===== src/rtl/if_pkg.sv =====
// if_pkg: shared widths, reset constants and fetch-state encoding for the IF stage
package if_pkg;
  localparam int INSTR_W = 32;
  localparam int ADDR_W = 32;
  localparam logic [ADDR_W-1:0] RESET_PC = 32'h00000000;
  localparam logic [INSTR_W-1:0] NOP_INSTR = 32'h00000000;
  localparam logic [ADDR_W-1:0] PC_INC = 32'd4;
  typedef enum logic {BUBBLE = 1'b0, RUN = 1'b1} fetch_state_e;
endpackage


===== src/rtl/if_fetch_unit_pc_reg.sv =====
// pc_reg: address-wide register with synchronous reset value and load enable
module pc_reg
  import if_pkg::*;
#(
  parameter logic [ADDR_W-1:0] RST_VAL = '0
) (
  input  logic              clk,
  input  logic              rst,
  input  logic              ld,
  input  logic [ADDR_W-1:0] d,
  output logic [ADDR_W-1:0] q
);
  always_ff @(posedge clk)
    if (rst) q <= RST_VAL;
    else if (ld) q <= d;
endmodule


===== src/rtl/if_fetch_unit.sv =====
// if_fetch_unit: PC, IF/ID register, stall and branch flush; PERF_CNT_EN adds fetch/stall counters
module if_fetch_unit
  import if_pkg::*;
#(
  parameter logic [ADDR_W-1:0]  RESET_PC  = if_pkg::RESET_PC,
  parameter logic [INSTR_W-1:0] NOP_INSTR = if_pkg::NOP_INSTR
) (
  input  logic               clk,
  input  logic               rst,
  input  logic               Freeze,
  input  logic               BranchTaken,
  input  logic [ADDR_W-1:0]  BranchAddr,
  input  logic [INSTR_W-1:0] Instruction,
  output logic [ADDR_W-1:0]  PC,
  output logic [ADDR_W-1:0]  IfIdPC,
  output logic [INSTR_W-1:0] IfIdInstr,
  output logic               IfIdValid
`ifdef PERF_CNT_EN
  ,
  output logic [31:0]        FetchCount,
  output logic [31:0]        StallCount
`endif
);
  logic [ADDR_W-1:0] pc_inc, pc_nxt;
  logic fetch, stall;
  fetch_state_e state, state_nxt;
  assign pc_inc = PC + PC_INC;
  assign fetch = !BranchTaken && !Freeze;
  assign stall = Freeze && !BranchTaken;
  // Masking the target keeps PC word-aligned without a separate alignment check
  assign pc_nxt = BranchTaken ? (BranchAddr & ~ADDR_W'(3)) : pc_inc;
  pc_reg #(.RST_VAL(RESET_PC)) u_pc (
    .clk(clk),
    .rst(rst),
    .ld (!stall),
    .d  (pc_nxt),
    .q  (PC)
  );
  always_ff @(posedge clk)
    if (rst) state <= BUBBLE;
    else state <= state_nxt;
  always_comb begin
    state_nxt = state;
    state_nxt = BranchTaken ? BUBBLE : (Freeze ? state : RUN);
  end
  assign IfIdValid = (state == RUN);
  always_ff @(posedge clk)
    if (rst || BranchTaken) begin
      IfIdPC    <= '0;
      IfIdInstr <= NOP_INSTR;
    end else if (!Freeze) begin
      IfIdPC    <= pc_inc;
      IfIdInstr <= Instruction;
    end
`ifdef PERF_CNT_EN
  always_ff @(posedge clk)
    if (rst) begin
      FetchCount <= '0;
      StallCount <= '0;
    end else begin
      if (fetch && FetchCount != '1) FetchCount <= FetchCount + 32'd1;
      if (stall && StallCount != '1) StallCount <= StallCount + 32'd1;
    end
`else
  logic unused_fetch;
  assign unused_fetch = fetch;
`endif
endmodule

===== config.mk =====
export PLATFORM = sky130hd
export DESIGN_NAME = if_fetch_unit
export DESIGN_NICKNAME = d
export VERILOG_FILES = /design/src/rtl/if_pkg.sv /design/src/rtl/if_fetch_unit_pc_reg.sv /design/src/rtl/if_fetch_unit.sv
export SDC_FILE = /design/constraint.sdc
export NUM_CORES = 1
export LEC_CHECK = 0
export BUFFER_PORTS_ARGS = -buffer_cell sky130_fd_sc_hd__clkbuf_2
export CORE_UTILIZATION = 35
export CTS_CLUSTER_DIAMETER = 200
export DETAILED_ROUTE_END_ITERATION = 12
export MAX_ROUTING_LAYER = met4
export SETUP_SLACK_MARGIN = 0.02
export SYNTH_ARGS = -nofsm -noshare
export SYNTH_HDL_FRONTEND = slang
export SYNTH_HIERARCHICAL = 1
export SYNTH_SLANG_ARGS = --single-unit

===== constraint.sdc =====
create_clock -name clk -period 6.9 [get_ports clk]
set_input_delay 1.38 -clock clk [delete_from_list [all_inputs] [get_ports clk]]
set_output_delay 1.38 -clock clk [all_outputs]
set_load 0.005 [all_outputs]

After elaboration in Yosys (flattened, before gate mapping)
Cells that the tools add are included.

Add/sub/neg operators: 1. Multipliers: 0. Divide/modulo/power cells: 0. Order comparisons: 0. Equality and inequality tests: 0. Shift operators: 0. Multiplexer cells: 1. Bitwise gates (word level): 0. Reductions and logical operators: 4.

Operators by type and width (count): 32-bit by 3-bit adder with 32-bit output (second input constant) (1); 32-bit two-way mux (1); 2-bit OR reduction (1); 1-bit logical AND (1); 1-bit logical NOT (1); 1-bit logical OR (1).

Bits in registers: 97. Latch bits: 0. RAM bits: 0. Memory bits (read-only): 0. Bits of input ports: 68. Output and inout port bits: 97. Logic and storage cells: 10. Memories: 0.

Longest topological paths before layout
Word-level depth: 2. Mapped depth: 9. Depth with buffers taken out: 7.

Cells and area by module
Netlist, hierarchy kept.

By module, submodules not included: if_fetch_unit (instances 1, cells each 367, area an instance 3276.9 µm², seq. area each 1301.2 µm²); pc_reg (instances 1, cells each 103, area an instance 1163.6 µm², seq. area each 640.6 µm²).

Worst setup path before layout
No wires, ideal clock.

Path kind: input to register. Start: in BranchTaken. End: reg u_pc.q[18]. Library setup time: 0.128 ns. Arrival: 2.905 ns. Data required time: 6.772 ns. Slack: 3.867 ns. Cell stages on the path: 9. Buffers on the path: 5. Path through: clkbuf_1 > clkinv_1 > clkbuf_1 > clkbuf_1 > nand2_1 > buf_6 > buf_12 > mux2i_1 > nor2_1.

Longest elaborated chain between the ends: 2. Elaborated cells on any way between the ends: 3. Classes of those cells: mux: 1; reduce/logical: 2.

RTL lines: start, declared (line if_fetch_unit.sv:11) `input logic BranchTaken,`; 1-bit logical NOT (line if_fetch_unit.sv:29) `assign stall = Freeze && !BranchTaken;`; 1-bit logical AND (line if_fetch_unit.sv:29); end signal, assigned (line if_fetch_unit_pc_reg.sv:14) `if (rst) q <= RST_VAL;`; end signal, assigned (line if_fetch_unit_pc_reg.sv:15) `else if (ld) q <= d;`; end, declared (line if_fetch_unit_pc_reg.sv:11) `output logic [ADDR_W-1:0] q`.

Parallel ways exist; a longest one is shown, timed or not. A chain may end at the register's enable or synchronous reset.

Worst setup path after layout
Start: in BranchTaken. End: reg u_pc.q[22].

Same word-level chain as after synthesis.

==> reports/metrics.csv <==
stage;metric;value;unit
clocking;cts repair resizes;0;
synthesis;number of synthesized flops with an enable pin;0;
die;Die X-Extent;115;um
routing;Routed Antenna Nets;0;
routing;Vias/cell;5.05;
routing;Routed WL per cell;15.1;um
synthesis;register area share after synthesis;0.437;
placement;RePlAce Congestion;0.758;
timing;Worst slew margin;0.244;
die;Die Y;115;um
synthesis;Synth top area share;0.437;
synthesis;share of synthesized registers carrying an async set or reset;0;
final_layout;Final Cell Area;0.00563;mm^2
hold_path;hold depth;2;
power_and_ir_drop;pwr/cell area;234;mW/mm^2
routing;DR vias;3981;
critical_path;CP Capture Type;flop;
synthesis;leading area contributor after synthesis;dfxtp_1;
timing;post-route setup TNS;0;ps
die;# rows;40;
critical_path;CP Data Required Time;7120;ps
timing;final setup violating endpoints;0;
final_layout;nets;684;
global_route;vias in the first global route;3838;
clocking;CTS max path bufs;2;
critical_path;reg-to-reg critical path startpoint;u_pc/q[2];
placement;placed cell area;0.00530;mm^2
timing;Final WS setup;3990;ps
clocking;clk slew on worst S/H paths;60;ps
die;Die ar.;0.0131;mm^2
critical_path;CP Data Arrival Time;3130;ps
placement;Setup Slack @ Placement;3620;ps
final_layout;Filler Cell Count;1255;
critical_path;Setup crit end;u_pc/q[22];
run_status;outcome;complete, no violations;
hold_path;hold crit path type;flop to flop;
final_layout;Antenna diodes;0;
clocking;TritonCTS Buffers;9;
timing;Worst-Margin Slew;1130;ps
synthesis;synth cell count leaders;dfxtp_1 (97), nor2_1 (85), mux2i_1 (67), clkbuf_1 (25), o21ai_0 (23);
clocking;insertion delay to the later sink of the worst-skew pair;350;ps
synthesis;Synth Register Bits;97;
critical_path;WS Path Type;primary input to flop;
routing;DRC;0;
synthesis;synthesized net count;539;
power_and_ir_drop;IR drop worst, VDD;137;uV
clocking;Sink Count;97;
critical_path;Reg2Reg Depth;7;
routing;starting DRC count in detailed routing;171;
placement;Post-DP HPWL;8220;um
die;Core ar.;0.0122;mm^2
timing;unrepaired setup endpoints after global routing;false;
global_route;total gr overflow;0;
clocking;CTS H-tree depth;3;
synthesis;synth unique cells;38;
job;number of max-cap violations;0;
global_route;antenna violations before repair;0;
die;Initial Util;0.364;
die;# IOs;165;
global_route;largest net degree at the start of global routing;56;
synthesis;most common cell in the netlist;dfxtp_1;
timing;clock skew;6.16;ps
synthesis;synthesized cell area;0.00444;mm^2
power_and_ir_drop;Power, Total;1.32;mW
critical_path;Worst Setup SP;BranchTaken;
critical_path;r2r setup slk;4270;ps
global_route;Tot GR Track Use;0.193;
clocking;Setup Fix Bufs, Post-CTS;0;
final_layout;final core utilization;0.461;
synthesis;warnings from Yosys;6;
critical_path;crit start category;primary input;
critical_path;CP max FO;32;
critical_path;r2r endpoint;u_pc/q[22];
timing;Peak Freq;0.344;GHz
clocking;root buffer cell;clkbuf_16;
synthesis;Avg Cell Area, Syn;9.45;um^2
timing;Hold Fails Final Rpt;0;
power_and_ir_drop;Pleak;2.69;nW
timing;Final Max Slew Viols;0;
clocking;CTS Hold Bufs;0;
synthesis;Synth Flop Type;dfxtp_1;
synthesis;largest cells by area after synthesis;dfxtp_1 (44%), mux2i_1 (15%), nor2_1 (7.2%);
final_layout;share of cells above drive strength 1;0.334;
placement;port bufs;162;
final_layout;area grow syn2layout;26.7;%
global_route;first-pass GRT wire length;19100;um
timing;fin crit share;0.421;
clocking;TritonCTS clock tree;done;
final_layout;multi-input gate area in the final layout;0.00228;mm^2
timing;minimum clock period;2910;ps
routing;total wire length;11900;um
synthesis;Gate Count Post-Synth;470;
final_layout;Reg area;0.00194;mm^2
routing;iteration count of the initial detailed-routing pass;4;
==> flip-flops by register name, indices dropped and copies added, names as in the netlist <==
signal / flops
IfIdInstr: 32
IfIdPC: 32
IfIdValid: 1
u_pc/q: 32
==> worst max-delay path, cell delays in order <==
cell	delay [ps]
clkbuf_2	350
clkinv_1	170
nand2_2	820
mux2i_1	300
nor2_1	60
==> layout make-up <==
type	instances	share of cell area
clock inverters	4	0.0136
flip-flops and latches	97	0.345
clock buffers	12	0.0438
repair buffers	165	0.149
multi-input cells	333	0.406
inverters	9	0.00600
well taps	168	0.0374
==> worst min path at each step <==
| stage | from | end |
|---|---|---|
| final | IfIdPC[5] | IfIdPC[5] |
| after global routing | IfIdPC[4] | IfIdPC[4] |
| after CTS | IfIdValid | IfIdValid |
| after detailed placement | IfIdValid | IfIdValid |
| after global placement | IfIdValid | IfIdValid |
| after floorplan | IfIdValid | IfIdValid |
==> stage by stage <==
step / hold WS [ps] / instances
2_1_floorplan: 451 / 470
5_1_grt: 496 / 788
4_1_cts: 470 / 788
3_3_place_gp: 440 / 772
3_5_place_dp: 447 / 772
6_report: 468 / 788
==> cells by family after synthesis <==
kind of cell / synth area share
AND/OR/NAND/NOR: 0.176
flip-flops: 0.437
multiplexers: 0.187
AO/OA/AOI/OAI: 0.122
buffers and inverters: 0.0499
XOR/XNOR: 0.0256
adder cells (fa/ha/maj): 0.00282
==> placed cells by master, fill, tap and decap left out, types with 2 or more instances in the layout <==
| master | count |
|---|---|
| nand2_1 | 17 |
| or3_1 | 4 |
| xor2_1 | 7 |
| nand2b_1 | 13 |
| o211a_1 | 3 |
| bufinv_16 | 2 |
| nor2_1 | 84 |
| mux2i_1 | 67 |
| nand3_1 | 8 |
| dfxtp_1 | 97 |
| o21ba_2 | 7 |
| or4_4 | 2 |
| xnor2_1 | 6 |
| o21ai_0 | 23 |
| or4bb_1 | 2 |
| and4_1 | 2 |
| or4_1 | 3 |
| a21oi_1 | 4 |
| o31a_1 | 9 |
| buf_4 | 4 |
| nor4_1 | 7 |
| o31ai_1 | 4 |
| clkbuf_1 | 2 |
| clkbuf_16 | 9 |
| nand4_1 | 5 |
| nor2b_1 | 2 |
| inv_1 | 8 |
| clkbuf_2 | 161 |
| a31oi_1 | 21 |
| mux2_2 | 14 |
| o311a_1 | 5 |
| nor3_1 | 5 |
==> per-layer routing <==
metal / vias up / wire length [um] / global-route usage
met2: 144 / 5680 / 0.313
met5: - / 0 / -
met1: 1868 / 5290 / 0.231
met4: 0 / 164 / 0.0788
met3: 11 / 805 / 0.0445
li1: 1958 / - / -
==> power by group <==
part,leakage (nW),internal [mW],switching [mW]
sequential,0.794,0.586,0.0283
clock,0.153,0.329,0.216
combinational,1.75,0.0785,0.0793
total,2.69,0.993,0.323
Note: power is estimated with default switching activity, not from simulation.
